**config.mk**
```make
export PLATFORM = sky130hd
export DESIGN_NAME = muldiv_sequencer_flat
export DESIGN_NICKNAME = d
export VERILOG_FILES = /design/src/rtl/muldiv_pkg.sv /design/src/rtl/muldiv_sequencer_if.sv /design/src/rtl/flopenr.sv /design/src/rtl/muldiv_iter.sv /design/src/rtl/muldiv_sequencer.sv /design/src/flat_wrapper.sv
export SDC_FILE = /design/constraint.sdc
export NUM_CORES = 1
export LEC_CHECK = 0
export CAP_MARGIN = 20
export CORE_MARGIN = 3
export CORE_UTILIZATION = 55
export CTS_BUF_LIST = sky130_fd_sc_hd__clkbuf_8
export DETAILED_ROUTE_END_ITERATION = 12
export GPL_TIMING_DRIVEN = 0
export PLACE_DENSITY = 0.77
export SYNTH_ARGS = -nofsm -noshare
export SYNTH_HDL_FRONTEND = slang
export SYNTH_HIERARCHICAL = 1
export SYNTH_SLANG_ARGS = --single-unit
```
**constraint.sdc**
```tcl
create_clock -name clk -period 7.3 [get_ports clk]
set_clock_uncertainty 0.05 [all_clocks]
set_input_delay 1.46 -clock clk [delete_from_list [all_inputs] [get_ports clk]]
set_output_delay 1.46 -clock clk [all_outputs]
set_load 0.01 [all_outputs]
```
**src/rtl/muldiv_pkg.sv**
```systemverilog
// Shared definitions for the multiply/divide sequencer.
//   - op encodings presented on opE by the execute stage
//   - FSM state enum (also exported on the debug state port)
//   - quotient value committed to LO on divide-by-zero
package muldiv_pkg;

  localparam int MD_DEF_WIDTH = 32;
  localparam int MD_MAX_WIDTH = 64;

  typedef enum logic [1:0] {
    MD_MULT  = 2'b00,
    MD_MULTU = 2'b01,
    MD_DIV   = 2'b10,
    MD_DIVU  = 2'b11
  } md_op_e;

  typedef enum logic [1:0] {
    IDLE = 2'b00,
    RUN  = 2'b01,
    FIX  = 2'b10
  } md_state_e;

  // Divide-by-zero quotient is all ones; sliced to the operand width at use.
  localparam logic [MD_MAX_WIDTH-1:0] MD_DIVZERO_Q = '1;

endpackage

```
**src/rtl/muldiv_sequencer_if.sv**
```systemverilog
// Bundle between the execute/hazard logic and the muldiv sequencer.
//
// Handshake: startE is a one-cycle issue strobe from the execute stage and
// busy is the sequencer's not-ready. busy rises combinationally with startE
// and stays high until the cycle the result commits; the issuer must not
// raise startE again while the sequencer is out of IDLE. done is a one-cycle
// pulse in the first cycle the new hi/lo are visible; divzero pulses with it.
// hiwe/lowe (MTHI/MTLO) are accepted only while the sequencer is idle.
//
// Signals:
//   startE, opE, srcaE, srcbE : issue strobe, op select, rs/rt operands
//   hiwe, lowe, wdata         : MTHI/MTLO write enables and data
//   busy, done, divzero       : status toward the hazard unit / pipeline
//   hi, lo                    : architectural HI/LO registers
interface muldiv_sequencer_if #(
  parameter int WIDTH = muldiv_pkg::MD_DEF_WIDTH
);
  logic             startE;
  logic [1:0]       opE;
  logic [WIDTH-1:0] srcaE;
  logic [WIDTH-1:0] srcbE;
  logic             hiwe;
  logic             lowe;
  logic [WIDTH-1:0] wdata;
  logic             busy;
  logic             done;
  logic             divzero;
  logic [WIDTH-1:0] hi;
  logic [WIDTH-1:0] lo;

  modport master (
    output startE, opE, srcaE, srcbE, hiwe, lowe, wdata,
    input  busy, done, divzero, hi, lo
  );

  modport slave (
    input  startE, opE, srcaE, srcbE, hiwe, lowe, wdata,
    output busy, done, divzero, hi, lo
  );
endinterface

```
**src/rtl/flopenr.sv**
```systemverilog
// Enabled register with synchronous active-high reset.
//   clk, reset : clock and synchronous reset (clears q)
//   i_en       : load enable
//   i_d / o_q  : data in / registered data out
module flopenr #(
  parameter int WIDTH = 8
) (
  input  logic             clk,
  input  logic             reset,
  input  logic             i_en,
  input  logic [WIDTH-1:0] i_d,
  output logic [WIDTH-1:0] o_q
);
  always_ff @(posedge clk) begin
    if (reset)     o_q <= '0;
    else if (i_en) o_q <= i_d;
  end
endmodule

```
**src/rtl/muldiv_iter.sv**
```systemverilog
// One iteration of the unsigned multiply/divide datapath (combinational).
//   i_div     : 0 = shift-add multiply step, 1 = restoring divide step
//   i_acc     : multiply: {partial product hi, remaining multiplier bits}
//               divide:   lower half holds dividend bits / quotient bits
//   i_rem     : partial remainder (divide only)
//   i_mcand   : multiplicand magnitude
//   i_divisor : divisor magnitude
//   o_acc/o_rem : accumulator and remainder after this step
module muldiv_iter #(
  parameter int WIDTH = 32
) (
  input  logic               i_div,
  input  logic [2*WIDTH-1:0] i_acc,
  input  logic [WIDTH:0]     i_rem,
  input  logic [WIDTH-1:0]   i_mcand,
  input  logic [WIDTH-1:0]   i_divisor,
  output logic [2*WIDTH-1:0] o_acc,
  output logic [WIDTH:0]     o_rem
);
  logic [WIDTH:0]   w_sum;
  logic [WIDTH+1:0] w_shift;
  logic [WIDTH:0]   w_diff;
  logic             w_ge;

  always_comb begin
    // Multiply: add multiplicand into the upper half when the current
    // multiplier LSB is set, then shift the whole accumulator right by one.
    w_sum   = {1'b0, i_acc[2*WIDTH-1:WIDTH]}
            + {1'b0, (i_acc[0] ? i_mcand : {WIDTH{1'b0}})};
    // Divide: bring the next dividend bit (MSB first) into the remainder.
    w_shift = {i_rem, i_acc[WIDTH-1]};
    w_ge    = (w_shift >= {2'b00, i_divisor});
    // Only used when w_ge, where the true difference fits in WIDTH+1 bits.
    w_diff  = w_shift[WIDTH:0] - {1'b0, i_divisor};

    o_acc = {w_sum, i_acc[WIDTH-1:1]};
    o_rem = i_rem;
    if (i_div) begin
      o_acc = {i_acc[2*WIDTH-1:WIDTH], i_acc[WIDTH-2:0], w_ge};
      o_rem = w_ge ? w_diff : w_shift[WIDTH:0];
    end
  end
endmodule

```
**src/rtl/muldiv_sequencer.sv**
```systemverilog
// Iterative MULT/MULTU/DIV/DIVU unit and owner of the HI/LO registers.
// Operands are reduced to magnitudes at issue, WIDTH unsigned iterations run
// in RUN, and FIX applies sign correction while committing HI/LO.
//   clk, reset  : clock, synchronous active-high reset
//   md (slave)  : issue/operand, MTHI/MTLO, status and HI/LO signals
//   o_dbg_state : current FSM state
module muldiv_sequencer
  import muldiv_pkg::*;
#(
  parameter int WIDTH = MD_DEF_WIDTH
) (
  input  logic                clk,
  input  logic                reset,
  muldiv_sequencer_if.slave   md,
  output md_state_e           o_dbg_state
);
  localparam int CW = $clog2(WIDTH);

  md_state_e          r_state, w_next;
  logic [CW-1:0]      r_cnt;
  logic [2*WIDTH-1:0] r_acc;
  logic [WIDTH:0]     r_rem;
  logic [WIDTH-1:0]   r_opa, r_opb, r_raw_a;
  logic               r_is_div, r_neg_res, r_neg_rem, r_dz;
  logic               r_done, r_divzero;

  logic               w_start, w_fix, w_busy, w_hi_en, w_lo_en;
  logic               w_is_div, w_signed, w_sa, w_sb;
  logic [WIDTH-1:0]   w_mag_a, w_mag_b;
  logic [2*WIDTH-1:0] w_iter_acc, w_prod;
  logic [WIDTH:0]     w_iter_rem;
  logic [WIDTH-1:0]   w_quot, w_remv, w_fix_hi, w_fix_lo;
  logic [WIDTH-1:0]   w_hi_d, w_lo_d, w_hi_q, w_lo_q;

  // Issue decode: magnitudes for signed ops, raw values for unsigned ops.
  always_comb begin
    w_is_div = (md.opE == MD_DIV) || (md.opE == MD_DIVU);
    w_signed = (md.opE == MD_MULT) || (md.opE == MD_DIV);
    w_sa     = w_signed & md.srcaE[WIDTH-1];
    w_sb     = w_signed & md.srcbE[WIDTH-1];
    w_mag_a  = w_sa ? -md.srcaE : md.srcaE;
    w_mag_b  = w_sb ? -md.srcbE : md.srcbE;
  end

  // FSM: state register
  always_ff @(posedge clk) begin
    if (reset) r_state <= IDLE;
    else       r_state <= w_next;
  end

  // FSM: next state
  always_comb begin
    w_next = r_state;
    case (r_state)
      IDLE:    if (md.startE)     w_next = RUN;
      RUN:     if (r_cnt == '0)   w_next = FIX;
      FIX:                        w_next = IDLE;
      default:                    w_next = IDLE;
    endcase
  end

  // FSM: outputs. A start in IDLE takes priority over MTHI/MTLO.
  always_comb begin
    w_start = (r_state == IDLE) & md.startE;
    w_fix   = (r_state == FIX);
    w_busy  = ~reset & ((r_state != IDLE) | md.startE);
    w_hi_en = w_fix | ((r_state == IDLE) & md.hiwe & ~md.startE);
    w_lo_en = w_fix | ((r_state == IDLE) & md.lowe & ~md.startE);
  end

  muldiv_iter #(.WIDTH(WIDTH)) u_iter (
    .i_div     (r_is_div),
    .i_acc     (r_acc),
    .i_rem     (r_rem),
    .i_mcand   (r_opa),
    .i_divisor (r_opb),
    .o_acc     (w_iter_acc),
    .o_rem     (w_iter_rem)
  );

  // Operand latch, iteration counter and accumulators.
  always_ff @(posedge clk) begin
    if (reset) begin
      r_cnt     <= '0;
      r_acc     <= '0;
      r_rem     <= '0;
      r_opa     <= '0;
      r_opb     <= '0;
      r_raw_a   <= '0;
      r_is_div  <= 1'b0;
      r_neg_res <= 1'b0;
      r_neg_rem <= 1'b0;
      r_dz      <= 1'b0;
    end else if (w_start) begin
      r_cnt     <= CW'(WIDTH - 1);
      // Multiply walks the multiplier bits; divide walks the dividend bits.
      r_acc     <= {{WIDTH{1'b0}}, (w_is_div ? w_mag_a : w_mag_b)};
      r_rem     <= '0;
      r_opa     <= w_mag_a;
      r_opb     <= w_mag_b;
      r_raw_a   <= md.srcaE;
      r_is_div  <= w_is_div;
      r_neg_res <= w_sa ^ w_sb;
      r_neg_rem <= w_sa;
      r_dz      <= w_is_div & (md.srcbE == '0);
    end else if (r_state == RUN) begin
      r_cnt     <= r_cnt - 1'b1;
      r_acc     <= w_iter_acc;
      r_rem     <= w_iter_rem;
    end
  end

  // Sign correction and commit values.
  always_comb begin
    w_prod = r_neg_res ? -r_acc : r_acc;
    w_quot = r_neg_res ? -r_acc[WIDTH-1:0] : r_acc[WIDTH-1:0];
    w_remv = r_neg_rem ? -r_rem[WIDTH-1:0] : r_rem[WIDTH-1:0];
    if (r_dz) begin
      w_fix_hi = r_raw_a;
      w_fix_lo = MD_DIVZERO_Q[WIDTH-1:0];
    end else if (r_is_div) begin
      w_fix_hi = w_remv;
      w_fix_lo = w_quot;
    end else begin
      w_fix_hi = w_prod[2*WIDTH-1:WIDTH];
      w_fix_lo = w_prod[WIDTH-1:0];
    end
    w_hi_d = w_fix ? w_fix_hi : md.wdata;
    w_lo_d = w_fix ? w_fix_lo : md.wdata;
  end

  flopenr #(.WIDTH(WIDTH)) u_hi (
    .clk(clk), .reset(reset), .i_en(w_hi_en), .i_d(w_hi_d), .o_q(w_hi_q)
  );
  flopenr #(.WIDTH(WIDTH)) u_lo (
    .clk(clk), .reset(reset), .i_en(w_lo_en), .i_d(w_lo_d), .o_q(w_lo_q)
  );

  // done/divzero are registered so they line up with the new HI/LO.
  always_ff @(posedge clk) begin
    if (reset) begin
      r_done    <= 1'b0;
      r_divzero <= 1'b0;
    end else begin
      r_done    <= w_fix;
      r_divzero <= w_fix & r_dz;
    end
  end

  assign md.busy     = w_busy;
  assign md.done     = r_done;
  assign md.divzero  = r_divzero;
  assign md.hi       = w_hi_q;
  assign md.lo       = w_lo_q;
  assign o_dbg_state = r_state;
endmodule

```
**src/flat_wrapper.sv**
```systemverilog
// flat-port wrapper written by rule: the top's interface ports become plain ports
module muldiv_sequencer_flat import muldiv_pkg::*;
#(
  parameter int WIDTH = MD_DEF_WIDTH
)
  (clk, reset, o_dbg_state, md_startE, md_opE, md_srcaE, md_srcbE, md_hiwe, md_lowe, md_wdata, md_busy, md_done, md_divzero, md_hi, md_lo);
  muldiv_sequencer_if #(.WIDTH(WIDTH)) md_i ();
  input  logic clk;
  input  logic reset;
  output md_state_e o_dbg_state;
  input wire logic [$bits(md_i.startE)-1:0] md_startE;
  input wire logic [$bits(md_i.opE)-1:0] md_opE;
  input wire logic [$bits(md_i.srcaE)-1:0] md_srcaE;
  input wire logic [$bits(md_i.srcbE)-1:0] md_srcbE;
  input wire logic [$bits(md_i.hiwe)-1:0] md_hiwe;
  input wire logic [$bits(md_i.lowe)-1:0] md_lowe;
  input wire logic [$bits(md_i.wdata)-1:0] md_wdata;
  output wire logic [$bits(md_i.busy)-1:0] md_busy;
  output wire logic [$bits(md_i.done)-1:0] md_done;
  output wire logic [$bits(md_i.divzero)-1:0] md_divzero;
  output wire logic [$bits(md_i.hi)-1:0] md_hi;
  output wire logic [$bits(md_i.lo)-1:0] md_lo;
  assign md_i.startE = md_startE;
  assign md_i.opE = md_opE;
  assign md_i.srcaE = md_srcaE;
  assign md_i.srcbE = md_srcbE;
  assign md_i.hiwe = md_hiwe;
  assign md_i.lowe = md_lowe;
  assign md_i.wdata = md_wdata;
  assign md_busy = md_i.busy;
  assign md_done = md_i.done;
  assign md_divzero = md_i.divzero;
  assign md_hi = md_i.hi;
  assign md_lo = md_i.lo;
  muldiv_sequencer #(.WIDTH(WIDTH)) u_core (.clk(clk), .reset(reset), .md(md_i), .o_dbg_state(o_dbg_state));
endmodule
```
# After elaboration in Yosys (flattened, before gate mapping)
# Cells that the tools add are included.
dict set report word_totals {
  ff_bits 270
  input_bits 103
  output_inout_bits 69
  wordCells 82
}
dict set report op_classes {
  add_sub_neg 8
  order_cmp 1
  eq_ne 6
  mux 22
  n_bitwise 17
  n_reduce_logical 12
}
# op count
set op_table {}
lappend op_table {{two-way mux 32 bit} 15}
lappend op_table {{negation 32 bit} 4}
lappend op_table {{two-way mux 64 bit} 1}
lappend op_table {{negation 64 bit} 1}
lappend op_table {{>= comparator 34 x 32 -> 1 bit} 1}
lappend op_table {{adder 32 x 32 -> 33 bit} 1}
lappend op_table {{two-way mux 33 bit} 1}
lappend op_table {{subtractor 33 x 32 -> 33 bit} 1}
lappend op_table {{logical NOT 32 bit} 1}
lappend op_table {{bitwise AND 1 bit} 10}
lappend op_table {{two-way mux 5 bit} 2}
lappend op_table {{equality test 2 bit, second input constant} 3}
lappend op_table {{AND reduction 2 bit} 3}
lappend op_table {{logical NOT 5 bit} 1}
lappend op_table {{subtractor 5 x 1 -> 5 bit, second input constant} 1}
lappend op_table {{logical NOT 2 bit} 2}
lappend op_table {{two-way mux 2 bit} 2}
lappend op_table {{case mux 2 bit (2 select lines)} 1}
lappend op_table {{nonzero test 2 bit} 2}
lappend op_table {{inverter 1 bit} 3}
lappend op_table {{OR 1 bit} 3}
lappend op_table {{equality test 2 x 1 -> 1 bit, second input constant} 1}
lappend op_table {{logical OR 1 bit} 2}
lappend op_table {{inequality test 2 x 1 -> 1 bit, second input constant} 1}
lappend op_table {{3 further kinds} 3}

# Longest topological paths before layout
# Gate-level depths: netlist of the first run.
dict set report depth {
  ltp_word 6
  mapped_depth 16
}

# Hierarchy
# The synthesis of the first run kept the hierarchy.
# mod n_inst cells_each area_per_inst_um2 seq_area_each_um2
set modules_own_cells {}
lappend modules_own_cells {muldiv_sequencer 1 1716 12480.7 4103.9}
lappend modules_own_cells {muldiv_iter 1 785 5461.5 0.0}
lappend modules_own_cells {flopenr 2 103 1163.6 640.6}

# Worst setup path before layout of the first run
# Ideal clock, no wire load.
dict set report synth_path {
  kind {input to output}
  startpoint {in reset}
  endpoint {out md_busy}
  arrival_time_ns 2.365
  t_required_ns 5.790
  path_slack_ns 3.425
  path_stages 4
  path_buffers 3
  path_cell_list {clkbuf_1 clkbuf_1 buf_1 nor2_1}
}
dict set report synth_via {
  elab_chain_cells 2
}
# item line
set synth_lines {}
lappend synth_lines {{start, declared} flat_wrapper.sv:9} ;# input logic reset;
lappend synth_lines {{inverter 1 bit} muldiv_sequencer.sv:66} ;# w_busy = ~reset & ((r_state != IDLE) | md.startE);
lappend synth_lines {{bitwise AND 1 bit} muldiv_sequencer.sv:66}
lappend synth_lines {{end, declared} flat_wrapper.sv:18} ;# output wire logic [$bits(md_i.busy)-1:0] md_busy;
# Every way passes these cells.

# Worst setup path after layout of the first run
# Ends and elaborated chain as after synthesis.

==> flow_metrics.env, run 1 <==
export IMPL_worstSetupStartpoint="reset"
export IMPL_drt_iter0_markers=3466
export IMPL_async_flop_share=0
export IMPL_hold_path_class="register to register"
export IMPL_crit_required_ps=5790
export IMPL_wl_per_cell_um=26.2
export IMPL_grt_pass1_wl_um=130000
export IMPL_combinationalPowerShare=0.280
export IMPL_status="finished, final reports clean"
export IMPL_viasPerCell=6.77
export IMPL_ant_nets=0
export IMPL_crit_arrival_ps=4750
export IMPL_layout_nets=3100
export IMPL_drv_slew=0
export IMPL_clockBufferDepth=3
export IMPL_syn_avg_cell_area_um2=7.49
export IMPL_h_tree_depth=2
export IMPL_yosysMostFrequentCell="nand2_1"
export IMPL_io_buffers=168
export IMPL_cts_tree="built"
export IMPL_max_slew_margin=0.0777
export IMPL_p_per_area_nw_per_um2=198
export IMPL_preCtsSetupSlack_ps=1210
export IMPL_cts_buffers=47
export IMPL_grt_usage=0.438
export IMPL_period_minus_slack_ps=6260
export IMPL_seq_power_share=0.368
export IMPL_min_from="u_core/r_raw_a[30]"
export IMPL_reg2reg_from="u_core/r_acc[0]"
export IMPL_die_area_um2=39200
export IMPL_synth_edf_count=0
export IMPL_n_antenna_cell=0
export IMPL_rows=69
export IMPL_layout_cells_non_filler=3419
export IMPL_syn_area_um2=20300
export IMPL_cts_resized=0
export IMPL_clock_latency_ps=650
export IMPL_synth_seq_cells=269
export IMPL_p_leak_nw=8.90
export IMPL_cts_hold_buf=0
export IMPL_initial_core_util=0.564
export IMPL_p_switching_mw=1.68
export IMPL_grt_setup_unrepaired="no"
export IMPL_cts_sinks=269
export IMPL_fmax_mhz=160
export IMPL_max_cap_viol_count=0
export IMPL_root_buffer="clkbuf_8"
export IMPL_coreArea_um2=35900
export IMPL_antenna_found_initial=3
export IMPL_worst_pin_slew_ps=1370
export IMPL_setup_worst_path_end_class="output pin"
export IMPL_ios=172
export IMPL_cp_cell_sequence="clkdlybuf4s50_1, clkbuf_1, clkbuf_1, buf_1, nor2_1, clkdlybuf4s50_1"
export IMPL_synthToLayoutAreaGrowth_pct=16.6
export IMPL_die_h_um=198
export IMPL_placedCellCount=3336
export IMPL_die_w_um=198
export IMPL_synth_top_area_share=0.266
export IMPL_first_global_vias=21200
export IMPL_setup_tns_ps=0
export IMPL_setup_ws_ps=1040
export IMPL_synth_cell_types=108
export IMPL_routed_via_count=23100
export IMPL_yosys_top_cells_count="nand2_1 (396), nor2_1 (306), a21oi_1 (285), dfxtp_1 (269), clkbuf_1 (145)"
export IMPL_yosys_warnings=6
export IMPL_slowest_stage="clkdlybuf4s50_1"
export IMPL_syn_nets=2882
export IMPL_syn_inst=2707
export IMPL_p_int_mw=3.01
export IMPL_place_hpwl_um=70800
export IMPL_clk_pin_slew_ps=70
export IMPL_post_cts_buffers=0
export IMPL_synth_yosys_seq_area_share=0.266
export IMPL_yosysTopAreaCell="dfxtp_1"
export IMPL_finalSetupViolCount=0
export IMPL_holdWs_ps=414
export IMPL_dr_pass1_iters=6
export IMPL_grt_max_degree=15
export IMPL_synth_main_ff_cell="dfxtp_1"
export IMPL_overflow=0
export IMPL_slowest_delay_ps=850
export IMPL_hold_viol=0
export IMPL_drive_gt1_frac=0.0629
export IMPL_start_kind="primary input"
export IMPL_gp_congestion=1.06
export IMPL_wl_um=89700
export IMPL_path_class="primary input to output pin"
export IMPL_ir_drop_mv=0.212
export IMPL_swShare=0.358
export IMPL_synth_area_leaders="dfxtp_1 (27%), nand2_1 (7.3%), a21oi_1 (7.0%)"
export IMPL_finalCritPeriodShare=0.858
export IMPL_drc_errors=0
export IMPL_clock_power_share=0.352
export IMPL_path_max_fanout=11
area by class of cell:
type | instances | area [um2]
buffer | 182 | 960
clock buffer | 57 | 785
clock inverter | 25 | 313
fill | 3113 | 12300
inverter | 70 | 263
multi-input combinational | 2186 | 13700
sequential | 269 | 5390
tap | 461 | 577
timing repair buffer | 169 | 1690
cell families after synthesis:
family	share of synthesized area
compound gates	0.250
xor+xnor	0.0769
fa+ha+maj	0.0452
buf+inv	0.0603
simple gates	0.234
mux	0.0679
flops	0.266
registers in the layout (all words and copies together), names as in the netlist:
name                flops
u_core/md.divzero       1
u_core/md.done          1
u_core/o_dbg_state      2
u_core/r_acc           64
u_core/r_cnt            5
u_core/r_dz             1
u_core/r_is_div         1
u_core/r_neg_rem        1
u_core/r_neg_res        1
u_core/r_opa           32
u_core/r_opb           32
u_core/r_raw_a         31
u_core/r_rem           33
u_core/u_hi/o_q        32
u_core/u_lo/o_q        32
cell usage in the layout (no fill, tap or decap), types with 36 or more instances in the layout:
cell	Yosys	layout
nand2_1	396	396
nor2_1	306	306
a21oi_1	285	285
dfxtp_1	269	269
clkdlybuf4s50_1	0	168
clkbuf_1	145	145
o21ai_0	122	122
xor2_1	100	100
mux2i_1	97	97
inv_1	69	78
xnor2_1	78	78
ha_1	70	70
clkbuf_8	8	65
nor3_1	58	58
a211oi_1	58	58
nand3_1	42	42
and2_1	41	41
mux2_2	36	36
power by group through the flow:
stage	Combinational, mW	Sequential, mW	Clock, mW
6_report	1.31	1.73	1.65
5_1_grt	1.37	1.72	1.72
4_1_cts	1.25	1.71	1.66
3_5_place_dp	1.24	1.74	0
3_3_place_gp	1.22	1.74	0
2_1_floorplan	0.789	1.68	0
worst max-delay path: cells and delay by family:
family | cells | cell delay (ps)
AND/OR/NAND/NOR | 1 | 110
buffers and inverters | 5 | 3160
path summary, 6_finish.rpt:
kind         cells past startpoint  slack (ps)                  end
max                              6        1040              md_busy
min reg2reg                      2         410   u_core/r_raw_a[30]
min                              2         410   u_core/r_raw_a[30]
max reg2reg                     10        3110  u_core/u_hi/o_q[15]
stage by stage:
| step | util | area [um2] | power (mW) |
|---|---|---|---|
| after floorplan | - | 20300 | 2.47 |
| after global placement | 0.627 | 22500 | 2.95 |
| after detailed placement | 0.627 | 22500 | 2.98 |
| after CTS | 0.658 | 23600 | 4.62 |
| after global routing | 0.658 | 23600 | 4.82 |
| final | 0.658 | 23600 | 4.69 |
routing by layer:
metal	GRT usage	share of wire	vias up
met2	0.659	0.42	1760
li1	-	-	10200
met4	0.185	0.054	2
met5	0	0.00014	-
met3	0.157	0.14	375
met1	0.570	0.38	10800
Note: power is estimated with default switching activity, not from simulation.
==> run 2: changes to the inputs <==
Settings changed: CTS_CLUSTER_SIZE set to 20, SETUP_SLACK_MARGIN set to 0.2.
==> results of run 2 <==
The final DEF is identical to that of run 1; final timing and power are the same.
